File: config.mk
export PLATFORM = sky130hd
export DESIGN_NAME = rotate_sweep_sequencer
export DESIGN_NICKNAME = d
export VERILOG_FILES = /design/src/rtl/rotate_pkg.sv /design/src/rtl/rotate_core.sv /design/src/rtl/rotate_sweep_sequencer.sv
export SDC_FILE = /design/constraint.sdc
export NUM_CORES = 1
export LEC_CHECK = 0
export CAP_MARGIN = 10
export CORE_ASPECT_RATIO = 0.75
export CORE_UTILIZATION = 28
export DETAILED_ROUTE_END_ITERATION = 16
export SYNTH_ARGS = -nofsm -noshare
export SYNTH_HDL_FRONTEND = slang
export SYNTH_SLANG_ARGS = --single-unit
export TNS_END_PERCENT = 10
File: constraint.sdc
create_clock -name clk -period 2.1 [get_ports clk]
set_input_delay 0.21 -clock clk [delete_from_list [all_inputs] [get_ports clk]]
set_output_delay 0.21 -clock clk [all_outputs]
set_load 0.05 [all_outputs]
File: src/rtl/rotate_pkg.sv
// Shared types and constants for the rotate sweep sequencer.
package rotate_pkg;
  localparam int DEF_DATA_W = 8;

  localparam logic DIR_RIGHT = 1'b0;
  localparam logic DIR_LEFT  = 1'b1;

  typedef enum logic {IDLE, RUN} sweep_state_t;
endpackage

File: src/rtl/rotate_core.sv
// Combinational barrel rotate: right or left by amt (modulo DATA_W).
module rotate_core
  import rotate_pkg::*;
#(
  parameter int DATA_W = DEF_DATA_W,
  parameter int AMT_W  = $clog2(DATA_W)
) (
  input  logic [DATA_W-1:0] data,
  input  logic [AMT_W-1:0]  amt,
  input  logic              lr,
  output logic [DATA_W-1:0] rot
);
  logic [2*DATA_W-1:0] dd, shr, shl;

  // Shift a doubled copy so bits wrap around; amount 0 passes data through.
  always_comb begin
    dd  = {data, data};
    shr = dd >> amt;
    shl = dd << amt;
    rot = (lr == DIR_LEFT) ? shl[2*DATA_W-1:DATA_W] : shr[DATA_W-1:0];
  end
endmodule

File: src/rtl/rotate_sweep_sequencer.sv
// Rotate sweep sequencer: takes one command (byte, direction, count) and
// emits the byte rotated by 0..count-1 on successive beats, with backpressure.
// Optional feature: define SWEEP_PARITY_EN to add the out_parity port.
module rotate_sweep_sequencer
  import rotate_pkg::*;
#(
  parameter int DATA_W = DEF_DATA_W,
  parameter int AMT_W  = $clog2(DATA_W)
) (
  input  logic              clk,
  input  logic              reset,
  input  logic              in_valid,
  output logic              in_ready,
  input  logic [DATA_W-1:0] in_data,
  input  logic              in_lr,
  input  logic [AMT_W:0]    in_count,
  output logic              out_valid,
  input  logic              out_ready,
  output logic [DATA_W-1:0] out_data,
  output logic [AMT_W-1:0]  out_amt,
  output logic              out_last,
  output logic              busy
`ifdef SWEEP_PARITY_EN
  ,
  output logic              out_parity
`endif
);
  localparam logic [AMT_W:0]   FULL_CNT = (AMT_W+1)'(DATA_W);
  localparam logic [AMT_W:0]   CNT_ONE  = (AMT_W+1)'(1);
  localparam logic [AMT_W-1:0] AMT_ONE  = AMT_W'(1);

  sweep_state_t      state;
  logic [DATA_W-1:0] data_reg;
  logic              lr_reg;
  logic [AMT_W-1:0]  amt_reg;
  logic [AMT_W:0]    cnt_reg;

  logic [AMT_W:0]    norm_cnt;
  logic              last_beat;
  logic              run;
  logic [DATA_W-1:0] rot;

  // Zero or oversize counts mean a full sweep of DATA_W beats.
  always_comb begin
    norm_cnt = in_count;
    if (in_count == '0 || in_count > FULL_CNT) norm_cnt = FULL_CNT;
  end

  assign last_beat = ({1'b0, amt_reg} == (cnt_reg - CNT_ONE));
  assign run       = (state == RUN);

  rotate_core #(.DATA_W(DATA_W), .AMT_W(AMT_W)) u_core (
    .data (data_reg),
    .amt  (amt_reg),
    .lr   (lr_reg),
    .rot  (rot)
  );

  // Outputs come straight from state registers, so they hold during stalls.
  assign in_ready  = (state == IDLE) & ~reset;
  assign out_valid = run;
  assign busy      = run;
  assign out_data  = run ? rot : '0;
  assign out_amt   = run ? amt_reg : '0;
  assign out_last  = run & last_beat;
`ifdef SWEEP_PARITY_EN
  assign out_parity = run & (^rot);
`endif

  // Command latch and beat stepping; a transfer of the last beat ends the sweep.
  always_ff @(posedge clk or posedge reset) begin
    if (reset) begin
      state    <= IDLE;
      data_reg <= '0;
      lr_reg   <= 1'b0;
      amt_reg  <= '0;
      cnt_reg  <= '0;
    end else begin
      case (state)
        IDLE: begin
          if (in_valid) begin
            data_reg <= in_data;
            lr_reg   <= in_lr;
            cnt_reg  <= norm_cnt;
            amt_reg  <= '0;
            state    <= RUN;
          end
        end
        RUN: begin
          if (out_ready) begin
            if (last_beat) state <= IDLE;
            else           amt_reg <= amt_reg + AMT_ONE;
          end
        end
        default: state <= IDLE;
      endcase
    end
  end
endmodule

Word level (Yosys, flattened, before mapping)
Index checks and enable logic that the tools add are counted.

storage, ports and cells
  flip-flop bits (word level) = 17
  latch bits = 0
  RAM bits = 0
  bits in read-only memories = 0
  output and inout port bits = 15
  word-level logic and storage cells = 34
  memories kept = 0

cells by class
  add/sub/neg operators = 2
  multiply operators = 0
  divide/modulo/power cells = 0
  magnitude comparators = 1
  equal/unequal tests = 4
  shift operators = 2
  mux-type cells = 12
  bitwise gates (word level) = 4
  reductions and logical operators = 4

operator list
  cell                   number
  $mux W8                2
  $shl A16 B3 Y16        1
  $shr A16 B3 Y8         1
  $mux W3                4
  $ne A2 B2 Y1 const B   3
  $pmux W3 S2            1
  $eq A3 B4 Y1           1
  $gt A4 B4 Y1 const B   1
  $logic_not A4 Y1       1
  $mux W4                1
  $sub A4 B1 Y4 const B  1
  $add A3 B1 Y3 const B  1
  $mux W1                3
  $reduce_and A3 Y1      1
  $and A1 B1 Y1          2
  $not A1 Y1             2
  $pmux W1 S2            1
  $reduce_and A2 Y1      1
  $logic_or A1 B1 Y1     1

Logic depth before layout (Yosys ltp)
  depth in word-level cells = 5
  gate-level depth with buffers = 7

Hierarchy
From an unflattened synthesis, not the netlist that was laid out.

second synthesis, totals
  cell total of the unflattened synthesis = 151
  area, all modules = 1,430.1 um^2

by module, submodules not included
  module                  instances  cells an instance  area an instance (um^2)  seq. area each (um^2)
  rotate_sweep_sequencer  1          89                 932.1                    425.4
  rotate_core             1          62                 498.0                    0.0

Worst setup path after synthesis
OpenSTA, ideal clock, no wires.

  kind = register -> output
  start point = register state, in the netlist busy
  end point = output port out_data[0]
  arrival = 2.406 ns
  data required time = 1.890 ns
  path slack = -0.516 ns
  stages on the path, launching flop included = 4
  cell sequence = dfrtp_1 clkbuf_1 clkinv_1 a211oi_1

on the way
  longest elaborated chain between the ends = 1

RTL lines
  item                      line                          text
  start: declaration        rotate_sweep_sequencer.sv:32  sweep_state_t state;
  start signal: assignment  rotate_sweep_sequencer.sv:73  state <= IDLE;
  start signal: assignment  rotate_sweep_sequencer.sv:86  state <= RUN;
  start signal: assignment  rotate_sweep_sequencer.sv:91  if (last_beat) state <= IDLE;
  $mux W8                   rotate_sweep_sequencer.sv:63  assign out_data = run ? rot : '0;
  end: declaration          rotate_sweep_sequencer.sv:19  output logic [DATA_W-1:0] out_data,

Every way passes these cells.

Worst setup path after layout
  start point = register lr_reg
  end point = output port out_data[6]

on the way
  longest elaborated chain between the ends = 2

RTL lines
  item                      line                          text
  start: declaration        rotate_sweep_sequencer.sv:34  logic lr_reg;
  start signal: assignment  rotate_sweep_sequencer.sv:83  lr_reg <= in_lr;
  $mux W8                   rotate_core.sv:20             rot = (lr == DIR_LEFT) ? shl[2*DATA_W-1:DATA_W] : shr[DATA_W-1:0];
  $mux W8                   rotate_sweep_sequencer.sv:63

Every way passes these cells.

==> flow_metrics.tcl <==
set metrics [dict create \
    synth_cells 142 \
    tightest_slew_ns 0.6686 \
    ys_types 29 \
    synth_ff_type "dfrtp_1" \
    maxSlewViolCount 0 \
    ioPinCount 32 \
    finalHoldViolCount 0 \
    period_share_pct 101.1 \
    diodes 0 \
    synth_common_cells "17 x dfrtp_1, 16 x a211oi_1, 13 x nor2_1" \
    clkLatencyLatePin_ns 0.25 \
    dieArea_um2 5221 \
    synth_fp_nets 161 \
    setup_slack_ns -0.02376 \
    cts_sinks 17 \
    final_area_um2 2053 \
    final.setup_skew_ns 0.005571 \
    wl_um 3417 \
    final_cell_count_no_fill 237 \
    dp_hpwl_um 2387 \
    port_buffers 31 \
    violations "negative setup slack" \
    synth_top_family_by_area "multiplexers" \
    largest_reg_flops 8 \
    cts_tree "built" \
    required_ns 1.89 \
    fillers 418 \
    routabilityCongestion 0.8606 \
    grt_first_pass_wirelength_um 5934 \
    crit_arrival_ns 1.91 \
    yosysMostFrequentCell "dfrtp_1" \
    htree_levels 1 \
    drtAntennaViolNets 0 \
    worst_hold_slack_ns 0.3855 \
    synth_edf_count 0 \
    cp-end-kind "primary output" \
    clk_pin_slew_ns 0.07 \
    grt_antenna_before_repair 0 \
    fp.dieH_um 62.83 \
    drcViolationCount 0 \
    cts_buffer_depth 2 \
    slew-limit-headroom_pct 55.37 \
    die_w_um 83.11 \
    numCtsBuffers 3 \
    dp_slack_ns -0.02727 \
    synth_top_area_share_pct 30.80 \
    async_reset_ff_share_pct 100.0 \
    post_dp_cell_area_um2 1864 \
    start_kind "flip-flop" \
    dr_total_vias 1259 \
    synth-simple-area-share_pct 13.68 \
    placed_cells 229 \
    fmax_mhz 470.9 \
    ys_seq_area_share_pct 30.80 \
    drive_above_1_share_pct 44.44 \
    fin_nets 200 \
    num_rows 21 \
    hp-class "input port to async pin" \
    grt_usage_pct 13.65 \
    firstDrtPassIters 4 \
    maxCapViolations 0 \
    grt_max_degree 23 \
    syn2layout_area_growth_pct 48.64 \
    worstPathMaxFanout 17 \
    crit_type "flip-flop to primary output" \
    synth-xor-area-share_pct 1.268 \
    routed_via_density 5.312 \
    yosys_warnings 0 \
    grt_overflow 0 \
    synth_compound_area_share_pct 18.30 \
    ys_seq_elements 17 \
    synth_fa_ha_area_share_pct 1.812 \
    finalWorstPathRequiredPeriod_ns 2.124 \
    finalSetupViolCount 6 \
    avgRoutedWirePerCell_um 14.42 \
    synth_area_leader_cell "dfrtp_1" \
    syn_area_um2 1381 \
    initial_core_util_pct 30.04 \
    avgSynthCellArea_um2 9.728 \
    core-area_um2 4598 \
    grt_setup_unrepaired "true" \
    grt_pass1_vias 1259 \
    root_buffer "clkbuf_8" \
    yosys-mux-area-fraction_pct 26.90 \
    first_iter_violations 97 \
    synth.area.top_cells "dfrtp_1 31%, mux4_2 13%, a211oi_1 8.7%" \
    status "complete, but fails checks" \
]
[placed cells by master (no fill, tap or decap), drive strengths merged, types with 6 or more instances in the layout]
cell,n
buf,27
dfrtp,17
o21ai,6
clkdlybuf4s50,19
mux2i,9
inv,8
nor2,13
mux2,9
a211oi,16
nor2b,8
mux4,8
a21oi,11
[metrics by stage]
stage               utilization, %  TNS (ns)
floorplan                        -    -1.181
global placement             40.54         0
detailed placement           40.54  -0.04617
CTS                          44.00  -0.04717
global route                 44.65   -0.7834
finish                       44.65  -0.08373
[worst max-delay path: stages (launching register included)]
cell	delay, ns
dfrtp_1	0.40
buf_12	0.17
mux2i_1	0.14
a211oi_2	0.29
a21oi_2	0.06
buf_4	0.16
a211oi_2	0.28
buf_12	0.17
[path summary, 6_finish.rpt]
kind,startpoint,endpoint,slack (ns),cells after the start
setup / recovery,lr_reg,out_data[6],-0.02,7
hold / removal,reset,amt_reg[2],0.39,2
setup reg to reg,cnt_reg[0],amt_reg[1],0.17,7
hold reg to reg,cnt_reg[1],cnt_reg[1],0.61,2
max in group asynchronous,reset,amt_reg[1],1.24,2
min in group clk,in_count[2],cnt_reg[2],0.57,3
[cells by family (layout without fill, tap and decap cells)]
logic type,count (synthesis),count (layout)
muxes,26,26
DFF,17,17
AOI/OAI and AO/OA,38,38
xor gates and xnor gates,2,2
adders and majority gates,2,2
buffers and inverters,21,59
and+or+nand+nor,36,36
[area by class of cell]
type	count	area, µm²	area share (%)
Timing Repair Buffer	46	494.2	24.07
Multi-Input combinational cell	104	977.2	47.59
Sequential cell	17	427.9	20.84
Inverter	9	37.54	1.828
Tap cell	57	71.32	3.473
Clock buffer	4	45.04	2.194
[layer usage]
layer  GRT usage (%)  wire length, µm  vias to the layer above
met5               0                0                        -
met4           1.724               16                        0
met3           3.303              145                        2
met2           22.85             1624                       29
met1           18.36             1631                      625
li1                -                -                      603
[timing repair]
action                                  4_1_cts  5_1_grt
resized for setup                            24        7
buffers inserted                              4        0
hold buffers                                  0        0
pin swaps                                     5        3
cloned                                        0        0
endpoints found under the setup margin        8        9
Power is not shown: default switching activity piles up to over one toggle a cycle in this logic, so the estimate is an artifact.
